[src/rtl/pipe_ctrl.sv]
// pipe_ctrl: elastic pipeline-register bank.
//
// STAGES slots of DATA_W bits, each with its own valid bit. Stage 0 is the
// youngest and takes words from the input port. Stage STAGES-1 is the oldest
// and drives the output port. A stage advances whenever it, or any stage
// above it, has an empty slot, or the downstream consumer is ready. This
// means bubbles get squeezed out while the bank is stalled. A ranged flush
// invalidates the youngest stages when a branch is taken. Occupancy and a
// saturating stall counter are reported alongside.
//
// Ports
//   clk            rising-edge clock
//   reset          asynchronous, active-low reset
//   in_valid/in_data/in_ready     upstream handshake (into stage 0)
//   out_valid/out_data/out_ready  downstream handshake (from oldest stage)
//   flush_i        squash request
//   flush_upto_i   squash stages 0..flush_upto_i inclusive
//   stage_valid_o  per-stage valid bits, bit 0 = youngest
//   occupancy_o    number of valid stages
//   stall_cnt_o    cycles with out_valid && !out_ready, saturating
module pipe_ctrl #(
  parameter int DATA_W = 288,
  parameter int STAGES = 4,
  parameter int CNT_W  = 32,
  parameter int IDX_W  = (STAGES > 1) ? $clog2(STAGES) : 1,
  parameter int OCC_W  = $clog2(STAGES + 1)
) (
  input  logic              clk,
  input  logic              reset,
  input  logic              in_valid,
  input  logic [DATA_W-1:0] in_data,
  output logic              in_ready,
  output logic              out_valid,
  output logic [DATA_W-1:0] out_data,
  input  logic              out_ready,
  input  logic              flush_i,
  input  logic [IDX_W-1:0]  flush_upto_i,
  output logic [STAGES-1:0] stage_valid_o,
  output logic [OCC_W-1:0]  occupancy_o,
  output logic [CNT_W-1:0]  stall_cnt_o
);

  logic [STAGES-1:0] valid_q, valid_d;
  logic [DATA_W-1:0] data_q [STAGES];
  logic [DATA_W-1:0] data_d [STAGES];
  logic [CNT_W-1:0]  stall_q, stall_d;
  logic [STAGES:0]   rdy;
  logic [31:0]       upto;
  logic              full_flush;

  assign upto       = 32'(flush_upto_i);
  assign full_flush = flush_i && (upto >= 32'(STAGES - 1));

  // rdy[k] is the unrolled form of !valid[k] || rdy[k+1]. A stage may move
  // when downstream is ready or when any slot at or above it is empty.
  // Each bit reduces the registered valids directly, so the chain has no
  // combinational loop.
  always_comb begin
    rdy         = '0;
    rdy[STAGES] = out_ready;
    for (int k = 0; k < STAGES; k++) begin
      rdy[k] = out_ready || (((~valid_q) >> k) != '0);
    end
  end

  always_comb begin
    logic src_v;
    valid_d = valid_q;
    data_d  = data_q;
    src_v   = 1'b0;

    // Stage 0 never takes a word while flushing, because the input
    // handshake is suppressed.
    if (rdy[0]) begin
      src_v      = in_valid && !flush_i;
      valid_d[0] = src_v;
      if (src_v) data_d[0] = in_data;
    end

    for (int k = 1; k < STAGES; k++) begin
      if (rdy[k]) begin
        src_v = valid_q[k-1];
        // The word leaving the last flushed stage is squashed in flight.
        if (flush_i && (32'(k) == upto + 32'd1)) src_v = 1'b0;
        valid_d[k] = src_v;
        if (src_v) data_d[k] = data_q[k-1];
      end
    end

    if (flush_i) begin
      for (int k = 0; k < STAGES; k++) begin
        if (32'(k) <= upto) valid_d[k] = 1'b0;
      end
    end
  end

  // out_valid is masked during a full flush, so a squashed oldest word is
  // never reported as consumed or as stalled.
  assign out_valid     = valid_q[STAGES-1] && !full_flush;
  assign out_data      = data_q[STAGES-1];
  assign in_ready      = rdy[0] && !flush_i;
  assign stage_valid_o = valid_q;
  assign stall_cnt_o   = stall_q;

  always_comb begin
    occupancy_o = '0;
    for (int k = 0; k < STAGES; k++) begin
      occupancy_o = occupancy_o + OCC_W'(valid_q[k]);
    end
  end

  always_comb begin
    stall_d = stall_q;
    if (out_valid && !out_ready && (stall_q != {CNT_W{1'b1}})) begin
      stall_d = stall_q + CNT_W'(1);
    end
  end

  always_ff @(posedge clk or negedge reset) begin
    if (!reset) begin
      valid_q <= '0;
      stall_q <= '0;
      for (int k = 0; k < STAGES; k++) begin
        data_q[k] <= '0;
      end
    end else begin
      valid_q <= valid_d;
      stall_q <= stall_d;
      for (int k = 0; k < STAGES; k++) begin
        data_q[k] <= data_d[k];
      end
    end
  end

endmodule
[config.mk]
export PLATFORM = sky130hd
export DESIGN_NAME = pipe_ctrl
export DESIGN_NICKNAME = d
export VERILOG_FILES = /design/src/rtl/pipe_ctrl.sv
export SDC_FILE = /design/constraint.sdc
export NUM_CORES = 1
export LEC_CHECK = 0
export CAP_MARGIN = 5
export CORE_MARGIN = 8
export CORE_UTILIZATION = 55
export DETAILED_ROUTE_END_ITERATION = 12
export PLACE_DENSITY_LB_ADDON = 0.15
export SLEW_MARGIN = 20
export SYNTH_ARGS = -nofsm -noshare
export SYNTH_HDL_FRONTEND = slang
export SYNTH_SLANG_ARGS = --single-unit
[constraint.sdc]
create_clock -name clk -period 2.7 [get_ports clk]
set_input_delay 0.405 -clock clk [delete_from_list [all_inputs] [get_ports clk]]
set_output_delay 0.405 -clock clk [all_outputs]
set_load 0.05 [all_outputs]
==> impl_metrics.ini, run 1 <==
[outcome]
status = completed

[synth]
syn_nets = 3205
synth_async_sr_flop_share = 1.00
synth_area_per_cell_um2 = 16.1
ys.flop_type = dfrtp_1
netlist_area_mm2 = 0.0467
synth_edf_count = 0
yosysTopAreaCell = dfrtp_1
yosysTopAreaCellShare = 0.636
synth_seq_area_share = 0.636
synth_warnings = 0
synthTopCellsByArea = dfrtp_1, mux2_2, buf_4
syn_inst = 2905
synth-seq-cells = 1188
ys_types = 42

[clocking]
cts.clk_slew.worst_paths_ps = 60
cts_tree = yes
htreeDepth = 3
cts_buffers = 118
clk_path_buf_depth = 3
cts_sinks = 1188
clock_latency_ps = 680
clock-root-buffer = clkbuf_16

[run]
drv_cap = 0

[global_routing]
grt_use_met1 = 0.274
antenna_found_initial = 9
grt_start_max_net_pins = 113
grt_pass1_vias = 27300
grt.total_usage = 0.217
grtUsageMet3 = 0.0421
grt_pass1_wl_mm = 161
gr-usage-met2 = 0.374
grt_overflow = 0
busiest_layer = met2

[power_and_ir_drop]
irDropWorstVdd_v = 0.000921
clkPwrFrac = 0.260
power.share.combinational = 0.312
p_leak_uw = 0.0248
intPower_uw = 41400
swShare = 0.344
pwr_density_cell_mw_per_mm2 = 1110
finalPower_uw = 63100
p_seq_frac = 0.428
p_switching_uw = 21700

[critical_path]
crit_type = reg2out
cpPeakStageDelay_ps = 550
critPathLaunchType = flop
worstPathCellList = inv_2, fa_1, inv_2, ha_4, ha_4, buf_12
critical_path_peak_fanout = 2
end_kind = primary output
rrSetupSlack_ps = 570
worstPathRequired_ps = 2300
arrival_ps = 2210
cpMaxStageDelayCell = fa_1

[drt]
routedWlPerCell_um = 22.4
ant_nets = 0
viasPerCell = 5.28
drt-initial-drc-count = 881
drc = 0
drt-total-wl_mm = 103
vias = 24200
firstDrtPassIters = 4

[cells_and_area]
final_cells = 4592
fillers = 5718
multi_input_area_mm2 = 0.0140
seqCellArea_mm2 = 0.0297
synthToLayoutAreaGrowth_pct = 21.9
post_route_cells_drive_above_1_share = 0.371
finish.instance_area_mm2 = 0.0570
fin_nets = 3643

[sta]
min_period_ps = 2620
fin_crit_sh = 0.969
setup_viol = 0
fmax_mhz = 382
hold_violations = 0
setup_tns_ps = 0
finalClockSkew_ps = 30.9
slew_headroom = 0.534
drv_slew = 0
rsz0062_at_grt = no
tightestPinTransition_ps = 696

[place]
dp_cells = 4363
gp_congestion = 0.869
place_hpwl_mm = 74.6
placed_area_mm2 = 0.0529
io_buffers = 623

[die]
start_util = 0.551
num_rows = 107
io-pin-count = 624
dieArea_mm2 = 0.0946
die_h_um = 307
die_x_um = 307
core_area_mm2 = 0.0847

[min_path]
hp-class = in2async
per-layer routing:
| layer | wire, µm | up-vias |
|---|---|---|
| met4 | 3850 | 4 |
| met1 | 41900 | 12700 |
| met2 | 52000 | 560 |
| met3 | 5140 | 185 |
| met5 | 30 | - |
| li1 | - | 10800 |
sequential cells by signal (all words and copies together), names as in the netlist:
register       cells
data_q           864
out_data         288
stage_valid_o      4
stall_cnt_o       32
cell usage after synthesis, types with 2 or more instances:
master / number
xor2_1: 6
mux2_2: 952
buf_4: 315
nor2_1: 11
buf_6: 24
nand2_1: 19
nand3_1: 21
nand4_1: 14
nand4_2: 2
mux2_1: 202
and4_1: 4
nand3b_1: 2
xnor2_1: 23
and3_1: 7
buf_2: 76
a21oi_1: 2
inv_1: 6
ha_1: 4
nor3_1: 5
dfrtp_1: 1188
path summary, 6_finish.rpt:
check	endpoint	depth (start not counted)	from
hold reg to reg	data_q[935]	1	data_q[935]
max in group asynchronous	out_data[242]	3	reset
min in group clk	data_q[874]	2	in_data[10]
setup reg to reg	data_q[679]	8	stage_valid_o[3]
setup / recovery	occupancy_o[1]	6	stage_valid_o[0]
hold / removal	out_data[143]	2	reset
kinds of logic after synthesis:
group           after synthesis  share of synthesized area
xor+xnor                     29                    0.00543
flops                      1188                      0.636
compound gates               10                    0.00163
simple gates                 98                     0.0122
buf+inv                     421                     0.0650
mux                        1154                      0.278
fa+ha+maj                     5                    0.00150
area by class of cell:
cell class,count,share of cell area
Multi-Input combinational cell,1296,0.246
Tap cell,1144,0.0251
Clock buffer,167,0.0590
Antenna cell,7,0.000307
Timing Repair Buffer,733,0.136
Clock inverter,51,0.0108
Inverter,6,0.000395
Sequential cell,1188,0.522
stage by stage:
stage | utilization | hold WS [ps] | setup slack (ps)
floorplan | - | 109 | 184
CTS | 0.672 | 271 | 27.6
finish | 0.672 | 282 | 84.1
global route | 0.672 | 290 | 3.41
global placement | 0.624 | 411 | 131
detailed placement | 0.624 | 419 | 118
power groups by stage:
stage	Clock [µW]	Sequential (µW)	Combinational, µW
2_1_floorplan	0	25700	16300
3_3_place_gp	0	27100	19400
3_5_place_dp	0	27400	19800
4_1_cts	16800	27100	19900
5_1_grt	17500	27700	20600
6_report	16400	27000	19700
worst max-delay path: cells and delay by family (launching register included):
family	cells	cell delay (ps)
flops	1	360
buf+inv	3	230
fa+ha+maj	3	960
layout by cell type, fill, tap and decap left out, drive strengths merged, types with 2 or more instances in the layout:
master / netlist / routed
dfrtp: 1188 / 1188
mux2: 1154 / 1154
clkdlybuf4s50: 0 / 617
clkbuf: 0 / 167
buf: 415 / 115
clkinv: 0 / 34
xnor2: 23 / 23
nand3: 22 / 22
nand2: 20 / 20
nand4: 16 / 16
nor2: 11 / 11
bufinv: 0 / 10
inv: 6 / 8
diode: 0 / 7
and3: 7 / 7
xor2: 6 / 6
nor3: 6 / 6
clkinvlp: 0 / 5
and4: 4 / 4
ha: 4 / 4
a21oi: 3 / 3
and2: 3 / 3
nor4: 3 / 3
nand3b: 2 / 2
nor2b: 2 / 2
repair_timing:
action	4_1_cts	5_1_grt
hold buffers	1	0
setup endpoints to repair	3	1
setup buffers	3	0
pin swaps	0	1
hold endpoints to repair	27	0
resized for setup	5	2
No activity file was read; power rests on OpenSTA's default activity.
==> run 2, diff against run 1 <==
--- a/config.mk
+++ b/config.mk
@@ -6,7 +6,7 @@
 export NUM_CORES = 1
 export LEC_CHECK = 0
 export CAP_MARGIN = 5
-export CORE_MARGIN = 8
+export CORE_MARGIN = 2
 export CORE_UTILIZATION = 55
 export DETAILED_ROUTE_END_ITERATION = 12
 export PLACE_DENSITY_LB_ADDON = 0.15
==> run 2 against run 1 <==
  * Final area rose by 0.70%
  * Critical endpoint unchanged
  * Sequential share of layout area fell by 0.36 points
  * Critical path type unchanged
  * Hold slack improved by 31 ps
  * Combinational power barely moved
  * Clock power rose by 4%
  * Largest cell class unchanged
  * Largest power group unchanged
  * Highest routed layer unchanged
==> impl_metrics.ini, run 2 (same netlist as run 1, synthesis figures left out) <==
[cells_and_area]
mostFrequentLayoutCells = dfrtp_1, mux2_2, clkdlybuf4s50_1
synthToLayoutAreaGrowth_pct = 22.8
post_route_cells_drive_above_1_share = 0.377
fin_nets = 3661
final_common_cell = dfrtp_1
largest_reg_flops = 864
top_register = data_q
final_util = 0.683

[clocking]
clock_latency_ps = 680
cts_sinks = 1188
htreeDepth = 3
cts_buffers = 120
cts_tree = yes
cts.clk_slew.worst_paths_ps = 60
clk_path_buf_depth = 3
clock-root-buffer = clkbuf_16

[die]
die_x_um = 295
num_rows = 106
io-pin-count = 624
dieArea_mm2 = 0.0873
die_h_um = 295
start_util = 0.557
core_area_mm2 = 0.0840

[critical_path]
rrSetupSlack_ps = 510
cpPeakStageDelay_ps = 540
end_kind = primary output
rr_endpoint = data_q[1003]
path_buf_inv = 3
crit_family = adder cells
critical_path_peak_fanout = 2
crit_path_start = stage_valid_o[1]
r2r-start = stage_valid_o[0]
worstPathCellList = inv_2, fa_1, inv_2, ha_4, ha_4, buf_12
arrival_ps = 2240
critPathLaunchType = flop
crit_type = reg2out
worst-r2r-cell-count = 6
cpMaxStageDelayCell = fa_1
worstPathRequired_ps = 2300

[power_and_ir_drop]
irDropWorstVdd_v = 0.000819
p_leak_uw = 0.0251
finalPower_uw = 63600
pwr_density_cell_mw_per_mm2 = 1110

[min_path]
hp-class = in2reg
holdPathEnd = data_q[897]
worstHoldPathCells = 2
worstHoldStart = in_data[33]

[drt]
drt-total-wl_mm = 101
drt-initial-drc-count = 1002
vias = 24400
firstDrtPassIters = 5
ant_nets = 0
routedWlPerCell_um = 21.8
viasPerCell = 5.29
drc = 0

[global_routing]
grt_start_max_net_pins = 85
grt_overflow = 0
grt.total_usage = 0.233
grt_pass1_vias = 26800
antenna_found_initial = 25
grt_pass1_wl_mm = 157

[sta]
finalWorstSetupSlack_ps = 50.2
slew_headroom = 0.546
setup_tns_ps = 0
hold_violations = 0
min_period_ps = 2650
rsz0062_at_grt = yes
setup_viol = 0
fmax_mhz = 377
fin_crit_sh = 0.981
tightestPinTransition_ps = 680
finalClockSkew_ps = 21.0
drv_slew = 0

[outcome]
status = completed

[place]
dp_slack_ps = 116
gp_congestion = 0.903
io_buffers = 623
place_hpwl_mm = 71.5

[run]
drv_cap = 0
## run 2: cell count changes in the layout (fill, tap and decap cells not counted), moves of 3 or more
| cell | before | now |
|---|---|---|
| diode_2 | 7 | 10 |
| buf_4 | 58 | 66 |
| clkbuf_1 | 29 | 25 |
| clkbuf_8 | 18 | 26 |
| clkinv_4 | 4 | 1 |
| buf_12 | 56 | 64 |
| clkinv_2 | 27 | 32 |
## run 2: worst max-delay path by stage
stage | end | slack (ps) | depth (start not counted)
after floorplan | occupancy_o[1] | 180 | 5
after global placement | data_q[1003] | 150 | 7
after detailed placement | data_q[1003] | 120 | 7
after CTS | occupancy_o[1] | 1 | 6
after global routing | occupancy_o[1] | -30 | 6
final | occupancy_o[1] | 50 | 6
## run 2: timing repair
| action | in CTS | in global routing |
|---|---|---|
| pin swaps | 0 | 2 |
| gates resized for setup | 6 | 3 |
| hold buffers | 1 | 0 |
| hold endpoints to repair | 36 | 0 |
| setup buffers | 3 | 1 |
| endpoints found under the setup margin | 3 | 1 |
## run 2: area by class of cell
type,count,area (µm²)
sequential,1188,29700
fill,5631,26600
multi-input combinational,1296,14000
timing repair buffer,749,7980
clock buffer,173,3500
tap,1134,1420
clock inverter,54,652
inverter,6,25.0
antenna,10,25.0
## run 2: stage by stage
stage / hold slack (ps) / instances / cell area (µm²)
after global routing: 279 / 4610 / 57400
after detailed placement: 460 / 4368 / 53100
after floorplan: 109 / 2905 / 46700
after CTS: 259 / 4599 / 57300
final: 313 / 4610 / 57400
after global placement: 454 / 4368 / 53100
## run 2: power breakdown
group	internal [µW]	switching, µW
Sequential	23500	3260
Combinational	8280	11500
Clock	10200	6880
## run 2: metal layers
layer | track usage | vias to the layer above | wire (µm)
met5 | 0 | - | 202
met4 | 0.0915 | 28 | 3700
met3 | 0.0552 | 203 | 5460
met2 | 0.397 | 562 | 51600
met1 | 0.290 | 12800 | 39700
li1 | - | 10800 | -
## run 2: worst reg2reg max path: stages, from the launching register on
cell and delay [ps]:
dfrtp_2 430, buf_4 170, ha_1 240, a21oi_2 290, nand2_8 150, buf_4 350, mux2_1 440
